[src/rtl/freq_meter_if.sv]
// Measurement interface for freq_meter: run control and measured signal in, windowed count out.
// slave = the meter itself, master = the consumer driving enable/sig_in.
interface freq_meter_if #(
  parameter int unsigned COUNT_W = 16
) ();
  logic               enable;
  logic               sig_in;
  logic [COUNT_W-1:0] count_out;
  logic               count_valid;
  logic               overflow;
  logic               busy;

  modport master (
    output enable,
    output sig_in,
    input  count_out,
    input  count_valid,
    input  overflow,
    input  busy
  );

  modport slave (
    input  enable,
    input  sig_in,
    output count_out,
    output count_valid,
    output overflow,
    output busy
  );
endinterface

[src/rtl/freq_meter.sv]
// Gated frequency counter: counts sig_in rising edges over CLK_HZ/GATE_RATE cycles.
// Define FREQ_METER_AVG_EN to publish the running mean of the last four windows.
module freq_meter #(
  parameter int unsigned CLK_HZ      = 50000000,
  parameter int unsigned GATE_RATE   = 100,
  parameter int unsigned COUNT_W     = 16,
  parameter int unsigned SYNC_STAGES = 2
) (
  input  logic            clk,
  input  logic            rst,
  freq_meter_if.slave     bus
);

  localparam int unsigned WINDOW = CLK_HZ / GATE_RATE;
  localparam int unsigned GATE_W = (WINDOW > 1) ? $clog2(WINDOW) : 1;
  localparam logic [GATE_W-1:0]  GateLast = GATE_W'(WINDOW - 1);
  localparam logic [COUNT_W-1:0] CntMax   = '1;
  localparam logic [2:0]         ArmLast  = 3'(SYNC_STAGES);

  typedef enum logic [1:0] {StIdle, StArm, StGate, StDone} state_e;

  state_e               state_q;
  logic [2:0]           arm_q;
  logic [GATE_W-1:0]    gate_q;
  logic [COUNT_W-1:0]   edge_cnt_q, edge_cnt_d;
  logic                 sat_q, sat_d;
  logic [COUNT_W-1:0]   count_out_q;
  logic                 valid_q;
  logic                 ovf_q;
  logic                 busy_q;

  logic [SYNC_STAGES-1:0] sync_q;
  logic                   hist_q;
  logic                   sig_rise;

  always_ff @(posedge clk or negedge rst) begin
    if (!rst) begin
      sync_q <= '0;
      hist_q <= 1'b0;
    end else begin
      sync_q <= {sync_q[SYNC_STAGES-2:0], bus.sig_in};
      hist_q <= sync_q[SYNC_STAGES-1];
    end
  end

  assign sig_rise = sync_q[SYNC_STAGES-1] & ~hist_q;

  always_comb begin
    edge_cnt_d = edge_cnt_q;
    sat_d      = sat_q;
    if (sig_rise) begin
      if (edge_cnt_q == CntMax) begin
        sat_d = 1'b1;
      end else begin
        edge_cnt_d = edge_cnt_q + COUNT_W'(1);
      end
    end
  end

  logic done_fire;
  logic go_idle;

  // done_fire: final gate cycle; its edge is already folded into edge_cnt_d.
  assign done_fire = (state_q == StGate) && bus.enable && (gate_q == GateLast);
  assign go_idle   = (state_q != StIdle) && !bus.enable;

  logic [COUNT_W-1:0] pub_cnt;
  logic               pub_ovf;
  logic               pub_ok;

`ifdef FREQ_METER_AVG_EN
  logic [3:0][COUNT_W-1:0] hcnt_q;
  logic [3:0]              hsat_q;
  logic [COUNT_W+1:0]      sum_q, sum_d;
  logic [1:0]              fill_q;

  // Unfilled history slots hold zero, so the oldest entry can always be subtracted.
  assign sum_d   = sum_q - {2'b00, hcnt_q[3]} + {2'b00, edge_cnt_d};
  assign pub_cnt = sum_d[COUNT_W+1:2];
  assign pub_ovf = |{hsat_q[2:0], sat_d};
  assign pub_ok  = (fill_q == 2'd3);

  always_ff @(posedge clk or negedge rst) begin
    if (!rst) begin
      hcnt_q <= '0;
      hsat_q <= '0;
      sum_q  <= '0;
      fill_q <= '0;
    end else if (go_idle) begin
      hcnt_q <= '0;
      hsat_q <= '0;
      sum_q  <= '0;
      fill_q <= '0;
    end else if (done_fire) begin
      hcnt_q <= {hcnt_q[2:0], edge_cnt_d};
      hsat_q <= {hsat_q[2:0], sat_d};
      sum_q  <= sum_d;
      if (fill_q != 2'd3) begin
        fill_q <= fill_q + 2'd1;
      end
    end
  end
`else
  assign pub_cnt = edge_cnt_d;
  assign pub_ovf = sat_d;
  assign pub_ok  = 1'b1;
`endif

  always_ff @(posedge clk or negedge rst) begin
    if (!rst) begin
      state_q     <= StIdle;
      arm_q       <= '0;
      gate_q      <= '0;
      edge_cnt_q  <= '0;
      sat_q       <= 1'b0;
      count_out_q <= '0;
      valid_q     <= 1'b0;
      ovf_q       <= 1'b0;
      busy_q      <= 1'b0;
    end else begin
      valid_q <= 1'b0;
      if (go_idle) begin
        state_q <= StIdle;
        busy_q  <= 1'b0;
      end else begin
        unique case (state_q)
          StIdle: begin
            if (bus.enable) begin
              state_q <= StArm;
              arm_q   <= '0;
              busy_q  <= 1'b1;
            end
          end
          StArm: begin
            // Hold off counting until the synchronizer has been flushed.
            if (arm_q == ArmLast) begin
              state_q    <= StGate;
              gate_q     <= '0;
              edge_cnt_q <= '0;
              sat_q      <= 1'b0;
            end else begin
              arm_q <= arm_q + 3'd1;
            end
          end
          StGate: begin
            edge_cnt_q <= edge_cnt_d;
            sat_q      <= sat_d;
            gate_q     <= gate_q + GATE_W'(1);
            if (done_fire) begin
              state_q <= StDone;
              busy_q  <= 1'b0;
              valid_q <= pub_ok;
              if (pub_ok) begin
                count_out_q <= pub_cnt;
                ovf_q       <= pub_ovf;
              end
            end
          end
          StDone: begin
            // Edges seen in this cycle are dropped by the counter clear.
            state_q    <= StGate;
            busy_q     <= 1'b1;
            gate_q     <= '0;
            edge_cnt_q <= '0;
            sat_q      <= 1'b0;
          end
          default: state_q <= StIdle;
        endcase
      end
    end
  end

  assign bus.count_out   = count_out_q;
  assign bus.count_valid = valid_q;
  assign bus.overflow    = ovf_q;
  assign bus.busy        = busy_q;

endmodule

[src/flat_wrapper.sv]
// flat-port wrapper written by rule: the top's interface ports become plain ports
module freq_meter_flat 
#(
  parameter int unsigned CLK_HZ      = 50000000,
  parameter int unsigned GATE_RATE   = 100,
  parameter int unsigned COUNT_W     = 16,
  parameter int unsigned SYNC_STAGES = 2
)
  (clk, rst, bus_enable, bus_sig_in, bus_count_out, bus_count_valid, bus_overflow, bus_busy);
  freq_meter_if #(.COUNT_W(COUNT_W)) bus_i ();
  input  logic clk;
  input  logic rst;
  input wire logic [$bits(bus_i.enable)-1:0] bus_enable;
  input wire logic [$bits(bus_i.sig_in)-1:0] bus_sig_in;
  output wire logic [$bits(bus_i.count_out)-1:0] bus_count_out;
  output wire logic [$bits(bus_i.count_valid)-1:0] bus_count_valid;
  output wire logic [$bits(bus_i.overflow)-1:0] bus_overflow;
  output wire logic [$bits(bus_i.busy)-1:0] bus_busy;
  assign bus_i.enable = bus_enable;
  assign bus_i.sig_in = bus_sig_in;
  assign bus_count_out = bus_i.count_out;
  assign bus_count_valid = bus_i.count_valid;
  assign bus_overflow = bus_i.overflow;
  assign bus_busy = bus_i.busy;
  freq_meter #(.CLK_HZ(CLK_HZ), .GATE_RATE(GATE_RATE), .COUNT_W(COUNT_W), .SYNC_STAGES(SYNC_STAGES)) u_core (.clk(clk), .rst(rst), .bus(bus_i));
endmodule
[config.mk]
export PLATFORM = sky130hd
export DESIGN_NAME = freq_meter_flat
export DESIGN_NICKNAME = d
export VERILOG_FILES = /design/src/rtl/freq_meter_if.sv /design/src/rtl/freq_meter.sv /design/src/flat_wrapper.sv
export SDC_FILE = /design/constraint.sdc
export NUM_CORES = 1
export LEC_CHECK = 0
export BUFFER_PORTS_ARGS = -buffer_cell sky130_fd_sc_hd__clkbuf_2
export CAP_MARGIN = 15
export CORE_MARGIN = 4
export CORE_UTILIZATION = 45
export DETAILED_ROUTE_END_ITERATION = 6
export PLACE_DENSITY_LB_ADDON = 0.05
export SYNTH_ARGS = -nofsm -noshare
export SYNTH_HDL_FRONTEND = slang
export SYNTH_SLANG_ARGS = --single-unit
export TNS_END_PERCENT = 50
[constraint.sdc]
create_clock -name clk -period 5.5 [get_ports clk]
set_input_delay 1.1 -clock clk [delete_from_list [all_inputs] [get_ports clk]]
set_output_delay 1.1 -clock clk [all_outputs]
set_load 0.01 [all_outputs]
==> metrics.txt, run 1 <==
fin nets=377; CP Data Required Time=between 5 and 6 ns; met1 wire length=~3.7 mm; Global Route Usage Sum=0.181; post-synthesis adder-cell area fraction=0.0154; Post-Synthesis Cells=roughly 350; warnings from Yosys=0; Tightest Pin Transition=1.11 ns; Max H-tree Level=3; Critical path origin=bus_enable; Slew Viols, Final=0; post-DP HPWL=4.75 mm; status=finished, final reports clean; CTS tree=done; post-CTS setup buffers=0; CP arrival=3.24 ns; initial antenna violation count=0; Post-Synthesis Cell Area=~0.0033 mm^2; Crit Path Max Fanout=23; clock root buffer=clkbuf_8; crit path buf inv count=1; crit start category=primary input; CTS sink cnt=63; global-route wire length before repair=12.3 mm; Tot Pwr=1.03 mW; clk_skew=between 0.008 and 0.009 ns; I/O pin total=23; Post-Synth XOR/XNOR Area=0.0484; initial core utilization=0.472; largest family of logic cells by synthesized area=simple AND/OR/NAND/NOR gates; Synth Area in Compound Gates=0.181; fin crit share=0.551; post_cts resized=0; vias in the first global route=2475; DIE WIDTH=93.1 um; max incr delay on CP=0.73 ns; Die Y=93.1 um; crit path kind=in2reg; Pwr per Cell Area=286 mW/mm^2; share of layout cells above drive strength 1=0.124; RSZ-0062 raised after global routing=no; Fmax=330 MHz; met2 WL=3.02 mm; initial DRC count=196; largest net degree at the start of global routing=64; CTS max path bufs=2; gr ovfl total=0; delay-heaviest family, CP=simple AND/OR/NAND/NOR gates; Post-Synth Simple-Gate Area=0.231; library cells used by synthesis=51; Leakage=approximately 1.6 nW; post-synthesis sequential area ratio=0.484; Async S/R FF share, synth=1.00; #FFs+latches synth=63; Final ANT Viol Nets=0; Worst Hold Class=reg2reg; synthesized net count=356; CORE AREA=approximately 0.0069 mm^2; min-delay src=u_core.sync_q[0]; EDFF count, synth=0; vias after detailed routing=2608; final setup fails=0; CP max-delay cell=and3b_1; Avg WL per Cell=15.3 um; Placer Congestion=around 0.82; hold buffer count at CTS=0; Final Critical Period=3.03 ns; clock latency at the later pin of the worst-skew pair=0.34 ns; max_slew headroom=0.258; DR WL met3=about 360 um; Cell Rows=30; Primary FF master, synth=dfrtp_1; vias per cell=5.57; syn avg cell area=9.36 um^2; DRC Markers=0; top routing layer used=met4; commonest non-fill, non-tap cell in the layout=dfrtp_1; cell chain of the critical path=clkbuf_2, and3b_1, nand4_1, or4_4, a22oi_2, o22ai_1; Hold Fails Final Rpt=0; clk slew on worst S/H paths=0.06 ns; CP Capture Type=flip-flop; most frequent cells in the layout=dfrtp_1 (63), o21ai_0 (37), nand2_1 (34); final wirelength=7.14 mm; PortBufs=22; Die ar.=0.00866 mm^2; DRT Pass-1 Iters=5; Setup TNS Final=0 ns; Reg2Reg Launch Point=u_core.state_q[0]; Area Growth Syn to Fin=10.6%; multiplexer share of the synthesized area=0.00922; total of max-cap violations=0; VDD IR max=0.132 mV; # diodes=0; total CTS buffers=9
-- metrics by stage --
stage	util	hold WS (ns)	instances	worst slack [ns]	instance area (um^2)
2_1_floorplan	-	0.331	348	2.97	3260
6_report	0.521	0.352	468	2.47	3600
3_3_place_gp	0.498	0.340	454	2.19	3440
5_1_grt	0.521	0.360	468	2.27	3600
4_1_cts	0.521	0.357	468	2.46	3600
3_5_place_dp	0.498	0.340	454	2.10	3440
-- area by class of cell --
class                           count  area (um^2)
Clock inverter                      1         5.00
Timing Repair Buffer               24          125
Clock buffer                       13          159
Fill cell                         648         3310
Multi-Input combinational cell    261         1580
Inverter                           10         37.5
Tap cell                           96          120
Sequential cell                    63         1580
-- cells in the mapped netlist, types with 3 or more instances --
library cell	instances	area [um^2]
a21oi_1	25	125
buf_2	3	15.0
nor4_1	6	37.5
nor2b_1	3	18.8
clkbuf_1	9	33.8
or3_1	9	56.3
a21o_1	3	22.5
o21ai_0	37	185
o31ai_1	3	22.5
xor2_1	5	43.8
and2_1	3	18.8
nor3_1	5	25.0
dfrtp_1	63	1580
and4_1	3	26.3
nand2_1	34	128
ha_1	4	50.1
xnor2_1	13	114
o22ai_1	3	18.8
inv_1	10	37.5
nand3_1	14	70.1
nor2_1	29	109
nand4_1	8	50.1
a22o_1	8	70.1
nand4b_1	3	26.3
and3_1	5	31.3
mux2i_1	3	30.0
a31oi_1	5	31.3
-- state kept, by name, indices dropped and copies added (netlist names), 2 cells and up --
register / count
u_core.gate_q: 19
u_core.bus.count_out: 16
u_core.edge_cnt_q: 16
u_core.arm_q: 3
u_core.state_q: 2
u_core.sync_q: 2
-- cell families after synthesis --
group / after synthesis
AO/OA/AOI/OAI: 97
XOR/XNOR: 18
buffers and inverters: 24
AND/OR/NAND/NOR: 139
multiplexers: 3
adder cells (fa/ha/maj): 4
flip-flops: 63
-- routing by layer --
| metal | track usage | vias to the layer above |
|---|---|---|
| li1 | - | 1314 |
| met1 | 0.268 | 1223 |
| met2 | 0.252 | 61 |
| met3 | 0.0442 | 10 |
| met4 | 0.0720 | 0 |
| met5 | 0 | - |
-- worst paths after layout --
kind,cells after the start,slack (ns),end
setup / recovery,6,2.47,u_core.bus.busy
setup reg to reg,5,2.88,u_core.bus.busy
hold / removal,0,0.35,u_core.sync_q[1]
min in group asynchronous,2,0.93,u_core.arm_q[1]
hold reg to reg,0,0.35,u_core.sync_q[1]
max in group asynchronous,2,4.04,u_core.edge_cnt_q[11]
-- power by group --
group,internal [mW],switching (mW),leakage (nW)
logic,0.0590,0.0828,0.621
registers,0.496,0.0416,0.861
clock network,0.183,0.168,0.0854
total,0.738,0.293,1.57
No activity file was read; power rests on OpenSTA's default activity.
==> inputs of run 2 (changes only) <==
--- a/config.mk
+++ b/config.mk
@@ -5,6 +5,7 @@
 export SDC_FILE = /design/constraint.sdc
 export NUM_CORES = 1
 export LEC_CHECK = 0
+export ABC_AREA = 1
 export BUFFER_PORTS_ARGS = -buffer_cell sky130_fd_sc_hd__clkbuf_2
 export CAP_MARGIN = 15
 export CORE_MARGIN = 4
==> constraint.sdc (replaced) <==
create_clock -name clk -period 2.7 [get_ports clk]
set_input_delay 0.54 -clock clk [delete_from_list [all_inputs] [get_ports clk]]
set_output_delay 0.54 -clock clk [all_outputs]
set_load 0.01 [all_outputs]
==> run 2 against run 1 <==
  * Register-to-register slack got worse by 2.1 ns
  * Critical path type is now reg2reg
  * Flip-flop and latch count is the same
  * Power grew 150%
  * Largest power group unchanged
  * Clock power grew to 3.0 times the previous value
==> metrics.txt, run 2 <==
vias per cell=4.97 (-11%); Final ANT Viol Nets=0 (unchanged); post-synthesis sequential area ratio=0.447 (-0.0368); clk_skew=0.00927 ns (+0.000629 ns); PortBufs=22 (unchanged); synth top area cells=dfrtp_1 (45%), nand2_1 (20%), inv_1 (5.2%); Critical path origin=u_core.gate_q[0]; Die ar.=0.00931 mm^2 (+7.5%); top cell type's share of synthesized area=0.447 (-0.0368); initial core utilization=0.458 (-0.0131); Pwr per Cell Area=642 mW/mm^2 (+120%); Tot Pwr=2.57 mW (+150%); path depth of the worst reg2reg path=7 (+2); post-DP HPWL=5.58 mm (+18%); DRT Pass-1 Iters=4 (-1); max_slew headroom=0.550 (+0.292); Leakage=1.96 nW (+25%); final setup fails=0 (unchanged); Final Critical Period=between 1.5 and 2 ns; I/O pin total=23 (unchanged); DP Worst Slack=0.755 ns (-1.34 ns); CP arrival=2.18 ns (-1.06 ns); cell area after layout=0.00400 mm^2 (+11%); DIE WIDTH=96.5 um (+3.7%); CTS max path bufs=2 (unchanged); CP Data Required Time=2.98 ns (-2.73 ns); Setup TNS Final=0 ns (unchanged); FF-to-FF End=u_core.bus.overflow; Cell Rows=32 (+6.7%); CORE AREA=0.00769 mm^2 (+11%); Crit Path Max Fanout=19 (-17%); crit path capture=u_core.bus.overflow; total CTS buffers=9 (unchanged); #FFs+latches synth=63 (unchanged); synthesized net count=497 (+40%); clock root buffer=clkbuf_8; Max H-tree Level=3 (unchanged); CTS tree=done; clock latency at the later pin of the worst-skew pair=0.36 ns (+0.02 ns); DRC Markers=0 (unchanged); worst hold slack=0.217 ns (-0.136 ns); # diodes=0 (unchanged); vias after detailed routing=3094 (+19%); Area Growth Syn to Fin=13.3%; post-synth top area cell=dfrtp_1; Slew Viols, Final=0 (unchanged); total of max-cap violations=0 (unchanged); clk slew on worst S/H paths=0.08 ns (+0.02 ns); crit start category=flip-flop; largest net degree at the start of global routing=37 (-42%); crit path kind=reg2reg; final core occ=0.520 (-0.00168); hold buffer count at CTS=0 (unchanged); Reg2Reg Launch Point=u_core.gate_q[0]; vias in the first global route=2950 (+19%); post_cts resized=0 (unchanged); Largest register FFs=19 (unchanged); global-route wire length before repair=13.7 mm (+12%); gr ovfl total=0 (unchanged); final wirelength=7.98 mm (+12%); Avg WL per Cell=12.8 um (-16%); library cells used by synthesis=35 (-31%); Worst Hold Class=in2async; fin worst setup slack=0.802 ns (-1.67 ns); R2R Setup Slk=0.80 ns (-2.08 ns); Post-Synthesis Cell Area=0.00352 mm^2 (+8.2%); initial DRC count=120 (-39%); Placer Congestion=0.883 (+8.2%); Primary FF master, synth=dfrtp_1; Largest Register=u_core.gate_q; RSZ-0062 raised after global routing=no; Global Route Usage Sum=0.191 (+0.0106); Placed Instances=606 (+33%); count leader, synth=nand2_1; EDFF count, synth=0 (unchanged); most frequent cells in the layout=nand2_1 (189), dfrtp_1 (63), inv_1 (49); Tightest Pin Transition=0.674 ns (-0.434 ns); Hold Fails Final Rpt=0 (unchanged); Die Y=96.5 um (+3.7%); initial antenna violation count=0 (unchanged); Async S/R FF share, synth=1.00 (unchanged); top cells by count, synth=nand2_1 (189), dfrtp_1 (63), inv_1 (49), nor2_1 (44), nand3_1 (30); CP Capture Type=flip-flop; syn avg cell area=7.21 um^2 (-23%); Fmax=527 MHz; share of layout cells above drive strength 1=0.108 (-0.0160); CTS sink cnt=63 (unchanged); fin crit share=0.703; post-CTS setup buffers=0 (unchanged); area of placed instances=0.00374 mm^2 (+8.8%); status=finished, final reports clean; fin nets=523 (+39%); final non-filler cell total=622 (+33%); warnings from Yosys=0 (unchanged); commonest non-fill, non-tap cell in the layout=nand2_1; Post-Synthesis Cells=489 (+41%); VDD IR max=0.461 mV (+250%)
[run 2: cell count changes in the layout (fill, tap and decap cells not counted), moves of 12 or more]
cell,delta
nand4_1,+15
nand3_1,+16
o21ai_0,-13
a21oi_1,-18
nor2_1,+15
xnor2_1,-12
inv_1,+39
nand2_1,+155
[run 2: cells by family after synthesis]
kind of cell | Yosys count | share of synthesized area
buffers and inverters | 62 | 0.0721
DFF | 63 | 0.447
muxes | 1 | 0.00284
and+or+nand+nor | 312 | 0.388
adders and majority gates | 4 | 0.0142
AOI/OAI and AO/OA | 42 | 0.0635
xor gates and xnor gates | 5 | 0.0124
[run 2: cell type report]
class                      count  area, um^2
fill                         796        3690
tap                          102         128
multi-input combinational    364        1690
sequential                    63        1580
timing repair buffer          24         138
inverter                      53         204
clock buffer                  11         151
clock inverter                 5         104
[run 2: critical path, stage by stage (launching register included)]
cell      delay, ns
dfrtp_1        0.45
ha_1           0.29
nand3_2        0.23
nor2_4         0.20
nand3_4        0.25
clkinv_4       0.24
nor2_1         0.06
a21oi_1        0.10
[run 2: where the power goes]
group / internal, mW / switching, mW / total, mW
combinational: 0.116 / 0.298 / 0.414
clock: 0.664 / 0.398 / 1.06
sequential: 1.01 / 0.0757 / 1.09
[run 2: metal layers]
layer,up-vias,GRT usage,part of all wire
met5,-,0,0
met4,0,0.0666,0.016
met3,11,0.0418,0.027
met2,39,0.328,0.49
met1,1425,0.238,0.47
li1,1619,-,-
[run 2: how the worst min path moves through the flow]
stage / endpoint / slack, ns / depth (start not counted)
final: u_core.bus.count_out[5] / 0.22 / 1
after global routing: u_core.bus.count_out[5] / 0.26 / 1
after CTS: u_core.bus.count_out[5] / 0.24 / 1
after detailed placement: u_core.sync_q[1] / 0.35 / 0
after global placement: u_core.sync_q[1] / 0.34 / 0
after floorplan: u_core.arm_q[0] / 0.24 / 0
==> inputs of run 3 (changes only) <==
==> constraint.sdc (replaced) <==
create_clock -name clk -period 1.88 [get_ports clk]
set_input_delay 0.376 -clock clk [delete_from_list [all_inputs] [get_ports clk]]
set_output_delay 0.376 -clock clk [all_outputs]
set_load 0.01 [all_outputs]
==> run 3 against run 2 <==
  * Cell area increased by 2.1%
  * Sequential share of layout area down 0.82 points
  * Clock-buffer cell count did not move
  * Critical path type unchanged
  * Hold slack got worse by 0.18 ns
  * Critical endpoint is now u_core.bus.count_out[3]
  * Flip-flop and latch count unchanged
  * Power increased by 48%
  * Largest cell class unchanged
  * Maximum frequency grew 13%
  * Utilization rose by 1.1 points
  * Via count grew 2.6%
  * Combinational power is 72% higher
==> metrics.txt, run 3 (synthesis results as in run 2) <==
most frequent cells in the layout=nand2_1 (189), dfrtp_1 (63), inv_1 (49); status=finished, final reports clean; vias per cell=5.01 (+0.77%); vias in the first global route=3141 (+6.5%); DRC Markers=0 (unchanged); FF-to-FF End=u_core.bus.count_out[3]; CP Capture Type=flip-flop; CP Data Required Time=2.17 ns (-0.81 ns); Placer Congestion=0.873 (-1.2%); DRT Pass-1 Iters=5 (+1); Area Growth Syn to Fin=15.8%; CP arrival=1.97 ns (-0.21 ns); max incr delay on CP=0.42 ns (-0.03 ns); clk slew on worst S/H paths=0.07 ns (about the same); crit path buf inv count=0 (-1); Leakage=2.01 nW (+2.7%); CORE AREA=0.00769 mm^2 (unchanged); post-DP HPWL=5.92 mm (+6.1%); vias after detailed routing=3173 (+2.6%); DIE WIDTH=96.5 um (unchanged); R2R Setup Slk=0.20 ns (-0.60 ns); clock latency at the later pin of the worst-skew pair=0.35 ns (about the same); I/O pin total=23 (unchanged); final non-filler cell total=633 (+1.8%); Tightest Pin Transition=0.339 ns (-0.336 ns); Final Critical Period=1.68 ns (-0.217 ns); global-route wire length before repair=14.6 mm (+6.0%); initial antenna violation count=0 (unchanged); CTS sink cnt=63 (unchanged); PortBufs=22 (unchanged); cell chain of the critical path=ha_1, nand2_1, nor2_2, nand2_2, nor2_2, o21ai_0, o21ai_0, nand2_1, nand2_1; Placed Instances=614 (+1.3%); Avg WL per Cell=13.4 um (+4.4%); initial DRC count=80 (-33%); Hold Fails Final Rpt=0 (unchanged); # diodes=0 (unchanged); total of max-cap violations=0 (unchanged); initial core utilization=0.458 (unchanged); Final ANT Viol Nets=0 (unchanged); Fmax=595 MHz (+13%); final wirelength=8.48 mm (+6.3%); largest net degree at the start of global routing=64 (+73%); share of layout cells above drive strength 1=0.128 (+0.0204); area of placed instances=0.00380 mm^2 (+1.6%); path depth of the worst reg2reg path=9 (+2); crit start category=flip-flop; final setup fails=0 (unchanged); clock root buffer=clkbuf_8; delay-heaviest family, CP=simple AND/OR/NAND/NOR gates; filler cell count in the final layout=773 (-2.9%); max_slew headroom=0.772 (+0.222); Cell Rows=32 (unchanged); total CTS buffers=9 (unchanged); Global Route Usage Sum=0.201 (+0.00918); crit path kind=reg2reg; Critical path origin=u_core.edge_cnt_q[1]; clk_skew=0.00788 ns (-0.00139 ns); Reg2Reg Launch Point=u_core.edge_cnt_q[1]; fin crit share=0.894 (+0.191); Die ar.=0.00931 mm^2 (unchanged); CTS tree=done; most frequent CP cell=nand2_1; Slew Viols, Final=0 (unchanged); Largest Register=u_core.gate_q; commonest non-fill, non-tap cell in the layout=nand2_1; hold buffer count at CTS=0 (unchanged); Largest register FFs=19 (unchanged); CP max-delay cell=dfrtp_1; Die Y=96.5 um (unchanged); fin nets=534 (+2.1%); Crit Path Max Fanout=6 (-13); Max H-tree Level=3 (unchanged); Worst Hold Class=in2async; Pwr per Cell Area=929 mW/mm^2 (+45%); gr ovfl total=0 (unchanged); CTS max path bufs=2 (unchanged); VDD IR max=0.438 mV (-4.9%); RSZ-0062 raised after global routing=no; final core occ=0.531 (+0.0111); Setup TNS Final=0 ns (unchanged); cell area after layout=0.00408 mm^2 (+2.1%)
-- run 3: cell types whose count changed in the layout (fill, tap and decap cells not counted), sizes merged --
cell	before	now
buf	3	14
-- run 3: metal layers --
metal / vias up / wire length [um] / track usage
met2: 33 / 4260 / 0.353
met4: 0 / 142 / 0.0794
li1: 1645 / - / -
met1: 1485 / 3890 / 0.245
met3: 10 / 192 / 0.0310
met5: - / 0 / 0
-- run 3: what timing repair did --
action                     CTS  global route
setup buffers                0             3
setup endpoints to repair    0            27
gates resized for setup      0             1
-- run 3: worst max path at each step --
stage | depth (start not counted) | endpoint
CTS | 10 | u_core.gate_q[9]
global placement | 9 | u_core.bus.count_out[4]
floorplan | 7 | u_core.bus.count_out[4]
finish | 9 | u_core.bus.count_out[3]
detailed placement | 10 | u_core.gate_q[9]
global route | 9 | u_core.bus.count_out[3]
-- run 3: stage by stage --
step / setup WS (ns) / power [mW] / hold slack (ns)
after floorplan: 0.382 / 2.02 / 0.0804
after global placement: 0.229 / 2.24 / 0.334
final: 0.199 / 3.79 / 0.0339
after CTS: 0.153 / 3.81 / 0.0402
after detailed placement: 0.186 / 2.26 / 0.337
after global routing: 0.00122 / 4.02 / 0.0476
-- run 3: where the power goes --
group          switching, mW  total (mW)  internal (mW)
Combinational          0.468       0.713          0.245
Clock                  0.571        1.52          0.954
Sequential            0.0971        1.55           1.46
Total                   1.14        3.79           2.65
-- run 3: cell type report --
cell class / count / area (um^2) / share of cell area
Inverter: 53 / 204 / 0.0500
Clock buffer: 11 / 151 / 0.0371
Timing Repair Buffer: 35 / 220 / 0.0540
Clock inverter: 5 / 104 / 0.0255
Multi-Input combinational cell: 364 / 1700 / 0.416
Sequential cell: 63 / 1580 / 0.386
Tap cell: 102 / 128 / 0.0313
